[src/rtl/byp_cmd_credit_tracker_pkg.sv]
// Shared types and default sizing for the bypass command credit tracker.
package byp_cmd_credit_tracker_pkg;

    typedef enum logic [1:0] {
        IDLE   = 2'd0,
        ACTIVE = 2'd1,
        FULL   = 2'd2
    } byp_state_e;

    localparam int BYP_CMD_BITS_DEF        = 96;
    localparam int BYP_STS_BITS_DEF        = 32;
    localparam int BYP_MAX_OUTSTANDING_DEF = 8;
    localparam int BYP_TIMEOUT_CYCLES_DEF  = 65535;

endpackage

[src/rtl/byp_axis_reg.sv]
// Single-stage valid/ready output register; s_en lets the owner withhold tready.
module byp_axis_reg #(
    parameter int W = 32
) (
    input  logic         clk,
    input  logic         rst_n,
    input  logic         s_en,
    input  logic [W-1:0] s_tdata,
    input  logic         s_tvalid,
    output logic         s_tready,
    output logic [W-1:0] m_tdata,
    output logic         m_tvalid,
    input  logic         m_tready
);

    // rst_n in the ready term keeps the upstream stalled while reset is held
    assign s_tready = rst_n && s_en && (!m_tvalid || m_tready);

    always_ff @(posedge clk) begin
        if (!rst_n) begin
            m_tvalid <= 1'b0;
        end else if (s_tvalid && s_tready) begin
            m_tvalid <= 1'b1;
        end else if (m_tready) begin
            m_tvalid <= 1'b0;
        end
    end

    always_ff @(posedge clk) begin
        if (s_tvalid && s_tready) begin
            m_tdata <= s_tdata;
        end
    end

endmodule

[src/rtl/byp_cmd_credit_tracker.sv]
// Credit-limited bypass command/status forwarder with outstanding counter.
// Optional watchdog enabled by defining BYP_TIMEOUT_EN.
module byp_cmd_credit_tracker
    import byp_cmd_credit_tracker_pkg::*;
#(
    parameter int CMD_BITS        = BYP_CMD_BITS_DEF,
    parameter int STS_BITS        = BYP_STS_BITS_DEF,
    parameter int MAX_OUTSTANDING = BYP_MAX_OUTSTANDING_DEF,
    parameter int TIMEOUT_CYCLES  = BYP_TIMEOUT_CYCLES_DEF,
    localparam int CNT_W          = $clog2(MAX_OUTSTANDING + 1)
) (
    input  logic                aclk,
    input  logic                aresetn,
    input  logic [CMD_BITS-1:0] s_cmd_tdata,
    input  logic                s_cmd_tvalid,
    output logic                s_cmd_tready,
    output logic [CMD_BITS-1:0] m_cmd_tdata,
    output logic                m_cmd_tvalid,
    input  logic                m_cmd_tready,
    input  logic [STS_BITS-1:0] s_sts_tdata,
    input  logic                s_sts_tvalid,
    output logic                s_sts_tready,
    output logic [STS_BITS-1:0] m_sts_tdata,
    output logic                m_sts_tvalid,
    input  logic                m_sts_tready,
    output logic [CNT_W-1:0]    outstanding,
    output logic                sts_underflow,
    output logic                timeout_err
);

    localparam logic [CNT_W-1:0] MAX_CNT = CNT_W'(MAX_OUTSTANDING);

    byp_state_e       state_q, state_d;
    logic [CNT_W-1:0] cnt_q, cnt_d;
    logic             cmd_hs, sts_hs, inc, dec, unf_q;

    byp_axis_reg #(.W(CMD_BITS)) u_cmd_reg (
        .clk      (aclk),
        .rst_n    (aresetn),
        .s_en     (state_q != FULL),
        .s_tdata  (s_cmd_tdata),
        .s_tvalid (s_cmd_tvalid),
        .s_tready (s_cmd_tready),
        .m_tdata  (m_cmd_tdata),
        .m_tvalid (m_cmd_tvalid),
        .m_tready (m_cmd_tready)
    );

    byp_axis_reg #(.W(STS_BITS)) u_sts_reg (
        .clk      (aclk),
        .rst_n    (aresetn),
        .s_en     (1'b1),
        .s_tdata  (s_sts_tdata),
        .s_tvalid (s_sts_tvalid),
        .s_tready (s_sts_tready),
        .m_tdata  (m_sts_tdata),
        .m_tvalid (m_sts_tvalid),
        .m_tready (m_sts_tready)
    );

    assign cmd_hs = s_cmd_tvalid && s_cmd_tready;
    assign sts_hs = s_sts_tvalid && s_sts_tready;

    // A status seen at zero credits is forwarded but never consumes a count
    assign inc = cmd_hs && !(sts_hs && (cnt_q != '0));
    assign dec = sts_hs && !cmd_hs && (cnt_q != '0);

    always_comb begin
        cnt_d   = cnt_q;
        state_d = state_q;
        if (inc) cnt_d = cnt_q + CNT_W'(1);
        if (dec) cnt_d = cnt_q - CNT_W'(1);
        case (state_q)
            IDLE: begin
                if (inc) state_d = (MAX_OUTSTANDING == 1) ? FULL : ACTIVE;
            end
            ACTIVE: begin
                if (inc && cnt_q == MAX_CNT - CNT_W'(1)) state_d = FULL;
                else if (dec && cnt_q == CNT_W'(1))      state_d = IDLE;
            end
            FULL: begin
                if (dec) state_d = (MAX_OUTSTANDING == 1) ? IDLE : ACTIVE;
            end
            default: state_d = IDLE;
        endcase
    end

    always_ff @(posedge aclk) begin
        if (!aresetn) begin
            state_q <= IDLE;
            cnt_q   <= '0;
            unf_q   <= 1'b0;
        end else begin
            state_q <= state_d;
            cnt_q   <= cnt_d;
            if (sts_hs && cnt_q == '0) unf_q <= 1'b1;
        end
    end

    assign outstanding   = cnt_q;
    assign sts_underflow = unf_q;

`ifdef BYP_TIMEOUT_EN
    localparam int              WD_W   = $clog2(TIMEOUT_CYCLES + 1);
    localparam logic [WD_W-1:0] WD_MAX = WD_W'(TIMEOUT_CYCLES);

    logic [WD_W-1:0] wd_q, wd_d;
    logic            to_q;

    always_comb begin
        wd_d = wd_q;
        if (cnt_q == '0 || sts_hs) wd_d = '0;
        else if (wd_q != WD_MAX)   wd_d = wd_q + WD_W'(1);
    end

    // Flag rises on the same edge the counter reaches its limit
    always_ff @(posedge aclk) begin
        if (!aresetn) begin
            wd_q <= '0;
            to_q <= 1'b0;
        end else begin
            wd_q <= wd_d;
            if (wd_d == WD_MAX) to_q <= 1'b1;
        end
    end

    assign timeout_err = to_q;
`else
    assign timeout_err = 1'b0;
`endif

endmodule

[config.mk]
export PLATFORM = sky130hd
export DESIGN_NAME = byp_cmd_credit_tracker
export DESIGN_NICKNAME = d
export VERILOG_FILES = /design/src/rtl/byp_cmd_credit_tracker_pkg.sv /design/src/rtl/byp_axis_reg.sv /design/src/rtl/byp_cmd_credit_tracker.sv
export SDC_FILE = /design/constraint.sdc
export NUM_CORES = 1
export LEC_CHECK = 0
export BUFFER_PORTS_ARGS = -buffer_cell sky130_fd_sc_hd__buf_2
export CAP_MARGIN = 25
export CORE_MARGIN = 3
export CORE_UTILIZATION = 43
export DETAILED_ROUTE_END_ITERATION = 10
export PLACE_DENSITY = 0.86
export SYNTH_ARGS = -nofsm -noshare
export SYNTH_HDL_FRONTEND = slang
export SYNTH_HIERARCHICAL = 1
export SYNTH_SLANG_ARGS = --single-unit
export TNS_END_PERCENT = 100
[constraint.sdc]
create_clock -name aclk -period 2.4 [get_ports aclk]
set_input_delay 0.48 -clock aclk [delete_from_list [all_inputs] [get_ports aclk]]
set_output_delay 0.48 -clock aclk [all_outputs]
set_load 0.03 [all_outputs]
==> metrics.txt, run 1 <==
Synth Area per Inst=around 23 µm²; Max FO, Critical Path=4; final setup vio count=0; crit share post-route=81.7%; Filler cells=around 730; synth unique cells=35; CP Class=reg2out; clock root buffer master=clkbuf_8; Die Span Y=108 µm; R2R Path End=outstanding[1]$_SDFFE_PN0P_; commonest non-fill, non-tap cell in the layout=buf_2; most frequent cells in the layout=buf_2 (270), edfxtp_1 (128), clkbuf_16 (16); # clock sinks=137; Skew-Pair Late Insertion Delay=~0.51 ns; number of synthesized register bits=137; P_leak=2.80 nW; Min-Delay Path Class=in2reg; Yosys top cell by area=edfxtp_1; Final WS setup=0.438 ns; cell row count=36; hold buffer count at cts=0; post-synthesis sequential area ratio=90.2%; ANT nets after route=0; Post-Syn Area=4460 µm²; initial antenna violation count=0; CTS tree=built; final core occ=~66%; Area growth, synth to finish=47.8%; fmax=510 MHz; RSZ-0062 raised after global routing=no; top cell type's share of synthesized area=86.2%; Worst Skew=~0.0062 ns; worst slack at placement=slightly below 0.5 ns; drt total wl=11,000 µm; Critical Path RT=1.92 ns; worst hold path depth=1; Worst R2R Setup Slack=0.67 ns; CTS Buffer Depth=2; largest net degree at the start of global routing=43; GRT Overall Usage=18.7%; VDD IR max=562 µV; Overflow after GRT=0; GPL Wtd Cong=0.781; hold slack final=0.140 ns; Worst setup EP type=primary output; Setup crit start=state_q[0]$_SDFFE_PN0P_; P_int=between 4 and 5 mW; die footprint=11,600 µm²; first-pass GRT wire length=15,800 µm; TritonCTS Buffers=17; cts repair resizes=0; Crit Reg-Reg Startpoint=outstanding[0]$_SDFFE_PN0P_; EDFF count, synth=roughly 130; post-DR wirelength/cell=17.3 µm; P_sw=1.38 mW; clk slew on worst S/H paths=0.06 ns; Pre-antenna DRT Iters=6; drt via density=about 4.6; HPWL after DPL=8550 µm; Tmin final=1.96 ns; core footprint=9910 µm²; final hold viol count=0; vias in the first global route=3,076; Post-Synthesis Cells=197; Logic pwr share=10.5%; Switching Fraction=23.3%; fin. max-slew vios=0; synth top area cells=edfxtp_1 (86%), dfxtp_1 (4.0%), nand2_1 (0.93%); async set-reset flop share out of synthesis=0%; Port Buf Inserts=270; YS warnings=6; Ports=272; Main synth FF type=edfxtp_1; Initial Util=45.0%; CTS H-tree lvls=4; TNS Setup=0 ns; Hold Path Sink=u_sts_reg/m_tdata[20]$_DFFE_PP_; fin nets=625; n_diodes=0; Hold Path Origin=s_sts_tdata[20]; clock share of power=about 42%; DR iter-0 viols=104; # Post-CTS Setup Buffers=0; arrival time worst endpoint=1.48 ns; Vias=between 2,000 and 3,000; sequential power share=47.2%; number of max-cap violations=0; Critical Path Source Type=flop; chip width=108 µm; ratio of cells with drive above 1 in the final layout=61.9%; outcome=finished, final reports clean; Residual DRC=0; PwrDens=897 nW/µm²; reg2reg path depth=6
[critical path, stage by stage (launching register included)]
cell and delay (ns):
dfxtp_1 0.37, nand2b_1 0.18, and3_2 0.21, buf_2 0.20
[cells by family after synthesis]
| family | after synthesis | synth area share [%] |
|---|---|---|
| DFF | 137 | 90.2 |
| and+or+nand+nor | 35 | 5.19 |
| AOI/OAI and AO/OA | 11 | 2.08 |
| buffers and inverters | 4 | 0.421 |
| adders and majority gates | 3 | 0.842 |
| muxes | 3 | 0.673 |
| other | 2 | 0.168 |
| xor gates and xnor gates | 2 | 0.393 |
[state kept, by name (all words and copies together) (netlist names)]
signal	count
u_cmd_reg/m_tdata	96
outstanding	4
u_sts_reg/m_tdata	32
u_cmd_reg/m_tvalid	1
state_q	2
sts_underflow	1
u_sts_reg/m_tvalid	1
[cell usage after synthesis (2+ instances only)]
cell type	count
a21boi_0	2
and3_2	2
nand2_1	11
and4_4	2
nand2b_4	2
nand2b_1	4
and2_1	2
inv_1	2
edfxtp_1	128
ha_1	3
nor2_1	3
xnor2_1	2
dfxtp_1	9
conb_1	2
mux2i_1	3
[per-stage QoR]
step / instances / cell area [µm²] / total power, mW
final: 634 / 6590 / 5.91
after global routing: 634 / 6590 / 6.13
after CTS: 634 / 6590 / 5.97
after detailed placement: 602 / 6010 / 3.46
after global placement: 602 / 6010 / 3.43
after floorplan: 199 / 4470 / 3.20
[layer usage]
metal	up-vias	track usage [%]	share of wire [%]
li1	1346	-	-
met1	1349	18.9	34
met2	189	32.5	53
met3	21	9.24	11
met4	0	7.94	2.0
met5	-	0	0
[area by class of cell]
| type | instances | area, µm² | share of cell area [%] |
|---|---|---|---|
| Timing Repair Buffer | 272 | 1390 | 21.1 |
| Clock inverter | 13 | 154 | 2.34 |
| Clock buffer | 19 | 422 | 6.40 |
| Inverter | 2 | 7.51 | 0.114 |
| Tap cell | 133 | 166 | 2.53 |
| Sequential cell | 137 | 4020 | 61.1 |
| Multi-Input combinational cell | 58 | 424 | 6.44 |
[power by group through the flow]
stage	Sequential, mW	Combinational, mW	Clock, mW
2_1_floorplan	3.04	0.165	0
3_3_place_gp	2.83	0.605	0
3_5_place_dp	2.84	0.623	0
4_1_cts	2.79	0.622	2.56
5_1_grt	2.80	0.658	2.67
6_report	2.79	0.619	2.50
[worst max-delay path by stage]
stage,to,slack [ns],cells after the start
2_1_floorplan,u_cmd_reg/m_tdata[0]$_DFFE_PP_,0.56,2
3_3_place_gp,outstanding[1]$_SDFFE_PN0P_,0.56,6
3_5_place_dp,state_q[0]$_SDFFE_PN0P_,0.48,6
4_1_cts,s_cmd_tready,0.41,3
5_1_grt,s_cmd_tready,0.35,3
6_report,s_cmd_tready,0.44,3
No activity file was read; power rests on OpenSTA's default activity.
==> run 2: changes to the inputs <==
--- a/config.mk
+++ b/config.mk
@@ -5,12 +5,13 @@
 export SDC_FILE = /design/constraint.sdc
 export NUM_CORES = 1
 export LEC_CHECK = 0
+export ABC_AREA = 1
 export BUFFER_PORTS_ARGS = -buffer_cell sky130_fd_sc_hd__buf_2
 export CAP_MARGIN = 25
 export CORE_MARGIN = 3
-export CORE_UTILIZATION = 43
+export CORE_UTILIZATION = 38
 export DETAILED_ROUTE_END_ITERATION = 10
-export PLACE_DENSITY = 0.86
+export PLACE_DENSITY = 0.81
 export SYNTH_ARGS = -nofsm -noshare
 export SYNTH_HDL_FRONTEND = slang
 export SYNTH_HIERARCHICAL = 1
==> constraint.sdc (replaced) <==
create_clock -name aclk -period 1.65 [get_ports aclk]
set_input_delay 0.33 -clock aclk [delete_from_list [all_inputs] [get_ports aclk]]
set_output_delay 0.33 -clock aclk [all_outputs]
set_load 0.03 [all_outputs]
==> metrics.txt, run 2 <==
CTS tree=built (unchanged); Tmin final=1.56 ns; sequential power share=44.7% (was 47.2%); post-synthesis adder-cell area fraction=0.841% (was 0.842%); clk slew on worst S/H paths=0.06 ns (about the same); GPL Wtd Cong=0.757 (was 0.781); Max FO, Critical Path=3 (was 4); R2R Path End=state_q[0]$_SDFFE_PN0P_ (was outstanding[1]$_SDFFE_PN0P_); synthesized netlist net count=approximately 360; drt total wl=10,600 µm (was 11,000 µm); Die Span Y=114 µm (was 108 µm); hold buffer count at cts=0 (unchanged); initial antenna violation count=1 (was 0); P_sw=1.93 mW (was 1.38 mW); clock root buffer master=clkbuf_16 (was clkbuf_8); ANT nets after route=0 (unchanged); YS warnings=6 (unchanged); Final WS setup=0.0863 ns (was 0.438 ns); crit path to=s_cmd_tready (unchanged); VDD IR max=1060 µV (was 562 µV); RSZ-0062 raised after global routing=no (unchanged); top cell type's share of synthesized area=86.1% (was 86.2%); top-count cell post-synth=edfxtp_1 (unchanged); combinational family with the most area after synthesis=simple AND/OR/NAND/NOR gates (unchanged); final core occ=60.5% (was 66.5%); Crit Reg-Reg Startpoint=state_q[1]$_SDFFE_PN0P_ (was outstanding[0]$_SDFFE_PN0P_); clock share of power=46.3% (was 42.3%); post-synthesis mux area share=0% (was 0.673%); Synth Area per Inst=19.7 µm² (was 22.6 µm²); vias in the first global route=3,086 (was 3,076); GRT Overall Usage=16.5% (was 18.7%); Critical Path RT=1.32 ns (was 1.92 ns); die footprint=13,100 µm² (was 11,600 µm²); HPWL after DPL=8280 µm (was 8550 µm); max FFs per register=96 (unchanged); Skew-Pair Late Insertion Delay=0.41 ns (was 0.51 ns); worst slack at placement=0.0624 ns (was 0.482 ns); DR iter-0 viols=228 (was 104); largest net degree at the start of global routing=59 (was 43); Layout Cells excl Fill=670 (was 634); Filler cells=852 (was 725); Ports=272 (unchanged); outcome=finished, final reports clean (unchanged); post-synthesis sequential area ratio=90.1% (was 90.2%); Area growth, synth to finish=51.3% (was 47.8%); post-synthesis xor/xnor area fraction=0% (was 0.393%); core footprint=11,200 µm² (was 9910 µm²); ratio of cells with drive above 1 in the final layout=62.5% (was 61.9%); Post-Synthesis Cells=227 (was 197); CTS H-tree lvls=4 (unchanged); post-DR wirelength/cell=15.8 µm (was 17.3 µm); Initial Util=40.0% (was 45.0%); Logic pwr share=8.9% (was 10.5%); Worst setup EP type=primary output (unchanged); Main synth FF type=edfxtp_1 (unchanged); chip width=114 µm (was 108 µm); Setup crit start=state_q[1]$_SDFFE_PN0P_ (was state_q[0]$_SDFFE_PN0P_); Yosys top cell by area=edfxtp_1 (unchanged); synth unique cells=18 (was 35); Worst Skew=0.00841 ns (was 0.00624 ns); drt via density=4.42 (was 4.58); final setup vio count=0 (unchanged); Inst Count DP=639 (was 602); Pre-antenna DRT Iters=4 (was 6); P_int=7.06 mW (was 4.53 mW); top post-synthesis cells by count=edfxtp_1 (128), nand2_1 (18), inv_1 (16) (was edfxtp_1 (128), nand2_1 (11), dfxtp_1 (9)); multi-input logic area=387 µm² (was 424 µm²); TritonCTS Buffers=17 (unchanged); cell row count=38 (was 36); Port Buf Inserts=270 (unchanged); Overflow after GRT=0 (unchanged); Switching Fraction=21.5% (was 23.3%); fmax=approximately 640 MHz; EDFF count, synth=128 (unchanged); arrival time worst endpoint=1.23 ns (was 1.48 ns); first-pass GRT wire length=15,800 µm (about the same); synth top area cells=edfxtp_1 (86%), dfxtp_1 (4.0%), nand2_1 (1.5%) (was edfxtp_1 (86%), dfxtp_1 (4.0%), nand2_1 (0.93%)); CP Class=reg2out (unchanged); Synth Area in Compound Gates=1.35% (was 2.08%); # clock sinks=137 (unchanged); n_diodes=0 (unchanged); most frequent cells in the layout=buf_2 (269), edfxtp_1 (128), nand2_1 (18) (was buf_2 (270), edfxtp_1 (128), clkbuf_16 (16)); Post-Syn Area=4460 µm² (about the same); final hold viol count=0 (unchanged); Vias=2,960 (was 2,905); simple-gate share of the synthesized area=5.41% (was 5.19%); async set-reset flop share out of synthesis=0% (unchanged); fin nets=655 (was 625); fin. max-slew vios=0 (unchanged); P_leak=2.96 nW (was 2.80 nW); Pwr Total=8.99 mW (was 5.91 mW); CTS Buffer Depth=2 (unchanged); Residual DRC=0 (unchanged); Biggest register=u_cmd_reg/m_tdata (unchanged); sequential cell area=4040 µm² (was 4020 µm²); crit share post-route=94.8%; number of max-cap violations=0 (unchanged); commonest non-fill, non-tap cell in the layout=buf_2 (unchanged); reg2reg path depth=15 (was 6); Critical Path Source Type=flop (unchanged); Worst R2R Setup Slack=0.16 ns (was 0.67 ns); Min-Delay Path Class=in2reg (unchanged); PwrDens=1330 nW/µm² (was 897 nW/µm²); number of synthesized register bits=137 (unchanged)
[run 2: cell types whose count changed in the layout (fill, tap and decap cells not counted), sizes merged, moves of 3 or more]
cell      delta
bufinv       +3
o21ai        +3
and3         -3
nand2       +15
mux2i        -3
a21oi        +4
nand3        +7
clkinvlp     -3
nor2        +10
inv         +22
nand2b       -6
[run 2: power groups by stage]
stage / Combinational [mW] / Clock, mW / Sequential (mW)
2_1_floorplan: 0.177 / 0 / 4.38
3_3_place_gp: 0.791 / 0 / 4.09
6_report: 0.805 / 4.16 / 4.02
3_5_place_dp: 0.807 / 0 / 4.10
4_1_cts: 0.813 / 4.24 / 4.03
5_1_grt: 0.870 / 4.41 / 4.04
[run 2: per-layer routing]
metal  track usage [%]  part of all wire, %
met1              16.9                   33
met2              27.8                   53
met3              8.83                   13
met4              7.05                  1.3
met5                 0                    0
[run 2: worst min-delay path by stage]
stage	from	to	slack, ns	depth (start not counted)
after floorplan	aresetn	u_cmd_reg/m_tvalid$_SDFFE_PN0P_	0.43	2
after global placement	sts_underflow$_SDFFE_PN0P_	sts_underflow$_SDFFE_PN0P_	0.47	1
after detailed placement	sts_underflow$_SDFFE_PN0P_	sts_underflow$_SDFFE_PN0P_	0.48	1
after CTS	s_cmd_tdata[49]	u_cmd_reg/m_tdata[49]$_DFFE_PP_	0.06	1
after global routing	s_cmd_tdata[76]	u_cmd_reg/m_tdata[76]$_DFFE_PP_	0.06	1
final	s_sts_tdata[1]	u_sts_reg/m_tdata[1]$_DFFE_PP_	0.09	1
[run 2: cell type report]
| cell class | instances | share of cell area, % |
|---|---|---|
| Timing Repair Buffer | 273 | 21.0 |
| Clock buffer | 19 | 6.41 |
| Inverter | 23 | 1.28 |
| Sequential cell | 137 | 59.7 |
| Multi-Input combinational cell | 66 | 5.72 |
| Clock inverter | 12 | 3.30 |
| Tap cell | 140 | 2.59 |
[run 2: metrics by stage]
stage               hold slack (ns)  setup TNS [ns]  area, µm²
floorplan                     0.427         -155.53       4500
global placement              0.472               0       6080
detailed placement            0.481               0       6080
CTS                          0.0626               0       6750
global route                 0.0639               0       6760
finish                       0.0881               0       6760
[run 2: logic make-up after synthesis]
group / after synthesis
AND/OR/NAND/NOR: 51
adder cells (fa/ha/maj): 3
other: 2
AO/OA/AOI/OAI: 10
flip-flops: 137
buffers and inverters: 24
[run 2: repair_timing]
| action | CTS | global route |
|---|---|---|
| buffers inserted | 0 | 0 |
| endpoints found under the setup margin | 1 | 2 |
| pin swaps | 0 | 1 |
| resized for setup | 5 | 4 |
[run 2: critical path, stage by stage, from the launching register on]
cell and delay, ns:
dfxtp_2 0.34, inv_1 0.05, nor2_2 0.11, inv_2 0.06, nand2_4 0.09, nor2_4 0.05
buf_6 0.13
==> run 3: changes to the inputs <==
--- a/config.mk
+++ b/config.mk
@@ -7,7 +7,6 @@
 export LEC_CHECK = 0
 export ABC_AREA = 1
 export BUFFER_PORTS_ARGS = -buffer_cell sky130_fd_sc_hd__buf_2
-export CAP_MARGIN = 25
 export CORE_MARGIN = 3
 export CORE_UTILIZATION = 38
 export DETAILED_ROUTE_END_ITERATION = 10
==> constraint.sdc (replaced) <==
create_clock -name aclk -period 1.65 [get_ports aclk]
set_input_delay 0.33 -clock aclk [delete_from_list [all_inputs] [get_ports aclk]]
set_output_delay 0.33 -clock aclk [all_outputs]
set_load 0.02 [all_outputs]
==> metrics.txt, run 3 (synthesis results as in run 2) <==
outcome=finished, final reports clean (unchanged); clock root buffer master=clkbuf_16 (unchanged); crit path cell chain=inv_1 -> nor2_2 -> inv_1 -> nand2_2 -> buf_4 -> nor3_4 -> buf_12 (was inv_1 -> nor2_2 -> inv_2 -> nand2_4 -> nor2_4 -> buf_6); Min-Delay Path Class=in2reg (unchanged); R2R Path End=u_cmd_reg/m_tdata[90]$_DFFE_PP_ (was state_q[0]$_SDFFE_PN0P_); crit share post-route=95.6% (was 94.8%); cell row count=38 (unchanged); Critical Path Source Type=flop (unchanged); worst hold path depth=1 (unchanged); Hold Path Origin=s_cmd_tdata[1] (was s_sts_tdata[1]); Ports=272 (unchanged); max FFs per register=96 (unchanged); commonest non-fill, non-tap cell in the layout=buf_2 (unchanged); arrival time worst endpoint=1.66 ns (was 1.23 ns); drt total wl=10,600 µm (about the same); n_diodes=0 (unchanged); Worst setup EP type=flop (was primary output); post-DR wirelength/cell=15.7 µm (was 15.8 µm); Worst path max stage delay=0.32 ns (was 0.34 ns); initial antenna violation count=1 (unchanged); chip width=114 µm (unchanged); CTS H-tree lvls=4 (unchanged); VDD IR max=865 µV (was 1060 µV); Filler cells=830 (was 852); P_leak=2.96 nW (about the same); fmax=634 MHz (was 640 MHz); GPL Wtd Cong=0.753 (was 0.757); Residual DRC=0 (unchanged); Port Buf Inserts=270 (unchanged); Tmin final=1.58 ns (was 1.56 ns); final setup vio count=0 (unchanged); most used cell along the critical path=inv_1; Top delay family on crit path=buffers and inverters (was flip-flops); most frequent cells in the layout=buf_2 (269), edfxtp_1 (128), nand2_1 (18) (unchanged); Hold Path Sink=u_cmd_reg/m_tdata[1]$_DFFE_PP_ (was u_sts_reg/m_tdata[1]$_DFFE_PP_); critical path's slowest cell=dfxtp_2 (unchanged); Area growth, synth to finish=50.7% (was 51.3%); Pre-antenna DRT Iters=4 (unchanged); GRT Overall Usage=16.2% (was 16.5%); Skew-Pair Late Insertion Delay=0.40 ns (was 0.41 ns); crit path buf inv count=4 (was 3); core footprint=11,200 µm² (unchanged); PwrDens=1300 nW/µm² (was 1330 nW/µm²); Biggest register=u_cmd_reg/m_tdata (unchanged); ANT nets after route=0 (unchanged); Vias=2,990 (was 2,960); HPWL after DPL=8180 µm (was 8280 µm); clk slew on worst S/H paths=0.06 ns (about the same); vias in the first global route=3,115 (was 3,086); Max FO, Critical Path=49 (was 3); hold buffer count at cts=0 (unchanged); final core occ=60.2% (was 60.5%); worst slack at placement=0.0969 ns (was 0.0624 ns); first-pass GRT wire length=15,600 µm (was 15,800 µm); final hold viol count=0 (unchanged); CTS tree=built (unchanged); Overflow after GRT=0 (unchanged); Die Span Y=114 µm (unchanged); sequential cell area=4030 µm² (was 4040 µm²); reg2reg path depth=7 (was 15); TritonCTS Buffers=17 (unchanged); Critical Path RT=1.73 ns (was 1.32 ns); Pwr Total=8.72 mW (was 8.99 mW); number of max-cap violations=0 (unchanged); # clock sinks=137 (unchanged); CP Class=reg2reg (was reg2out); Final WS setup=0.0729 ns (was 0.0863 ns); largest net degree at the start of global routing=50 (was 59); drt via density=4.44 (was 4.42); TNS Setup=0 ns (unchanged); DR iter-0 viols=193 (was 228); die footprint=13,100 µm² (unchanged); multi-input logic area=374 µm² (was 387 µm²); Worst R2R Setup Slack=0.07 ns (was 0.16 ns); ratio of cells with drive above 1 in the final layout=62.3% (was 62.5%); Crit Reg-Reg Startpoint=state_q[1]$_SDFFE_PN0P_ (unchanged); fin nets=657 (was 655); Initial Util=40.0% (unchanged); Worst Skew=0.00409 ns (was 0.00841 ns); fin. max-slew vios=0 (unchanged); CTS Buffer Depth=2 (unchanged)
[run 3: worst reg2reg max path: stages, from the launching register on]
cell and delay [ns]:
dfxtp_2 0.32, inv_1 0.07, nor2_2 0.05, inv_1 0.06, nand2_2 0.05, buf_4 0.15
nor3_4 0.22, buf_12 0.29
[run 3: final cells by class]
type                            count  area share, %
Clock buffer                       19           6.43
Timing Repair Buffer              275           21.2
Sequential cell                   137           59.9
Inverter                           23           1.28
Clock inverter                     13           2.99
Tap cell                          140           2.60
Multi-Input combinational cell     66           5.56
[run 3: worst max-delay path by stage]
stage / depth (start not counted) / slack [ns] / from / to
after CTS: 6 / 0.05 / state_q[1]$_SDFFE_PN0P_ / s_cmd_tready
after detailed placement: 12 / 0.1 / aresetn / state_q[0]$_SDFFE_PN0P_
after global placement: 4 / 0.15 / aresetn / u_cmd_reg/m_tdata[78]$_DFFE_PP_
after global routing: 14 / -0.02 / state_q[1]$_SDFFE_PN0P_ / outstanding[3]$_SDFFE_PN0P_
final: 7 / 0.07 / state_q[1]$_SDFFE_PN0P_ / u_cmd_reg/m_tdata[90]$_DFFE_PP_
after floorplan: 5 / -1.57 / state_q[1]$_SDFFE_PN0P_ / u_cmd_reg/m_tdata[0]$_DFFE_PP_
[run 3: power by group]
group	internal, mW	switching [mW]	leakage [nW]
Clock	2.67	1.33	0.306
Sequential	3.97	0.0503	1.27
Combinational	0.268	0.428	1.38
[run 3: metal layers]
metal / GRT usage, % / up-vias / share of wire (%)
met5: 0 / - / 0.12
met4: 8.16 / 2 / 2.2
met3: 9.20 / 20 / 13
met2: 26.3 / 193 / 52
met1: 16.7 / 1364 / 33
li1: - / 1411 / -
[run 3: what timing repair did]
item                                    in CTS  in global routing
resized for setup                            2                  3
setup buffers                                1                  0
endpoints found under the setup margin       1                  3
gates cloned                                 0                  0
[run 3: through the flow]
| step | hold WS (ns) | cells | cell area [µm²] |
|---|---|---|---|
| after floorplan | 0.428 | 227 | 4490 |
| final | 0.0966 | 673 | 6730 |
| after detailed placement | 0.467 | 640 | 6080 |
| after global routing | 0.0676 | 673 | 6730 |
| after CTS | 0.0694 | 673 | 6720 |
| after global placement | 0.449 | 640 | 6080 |
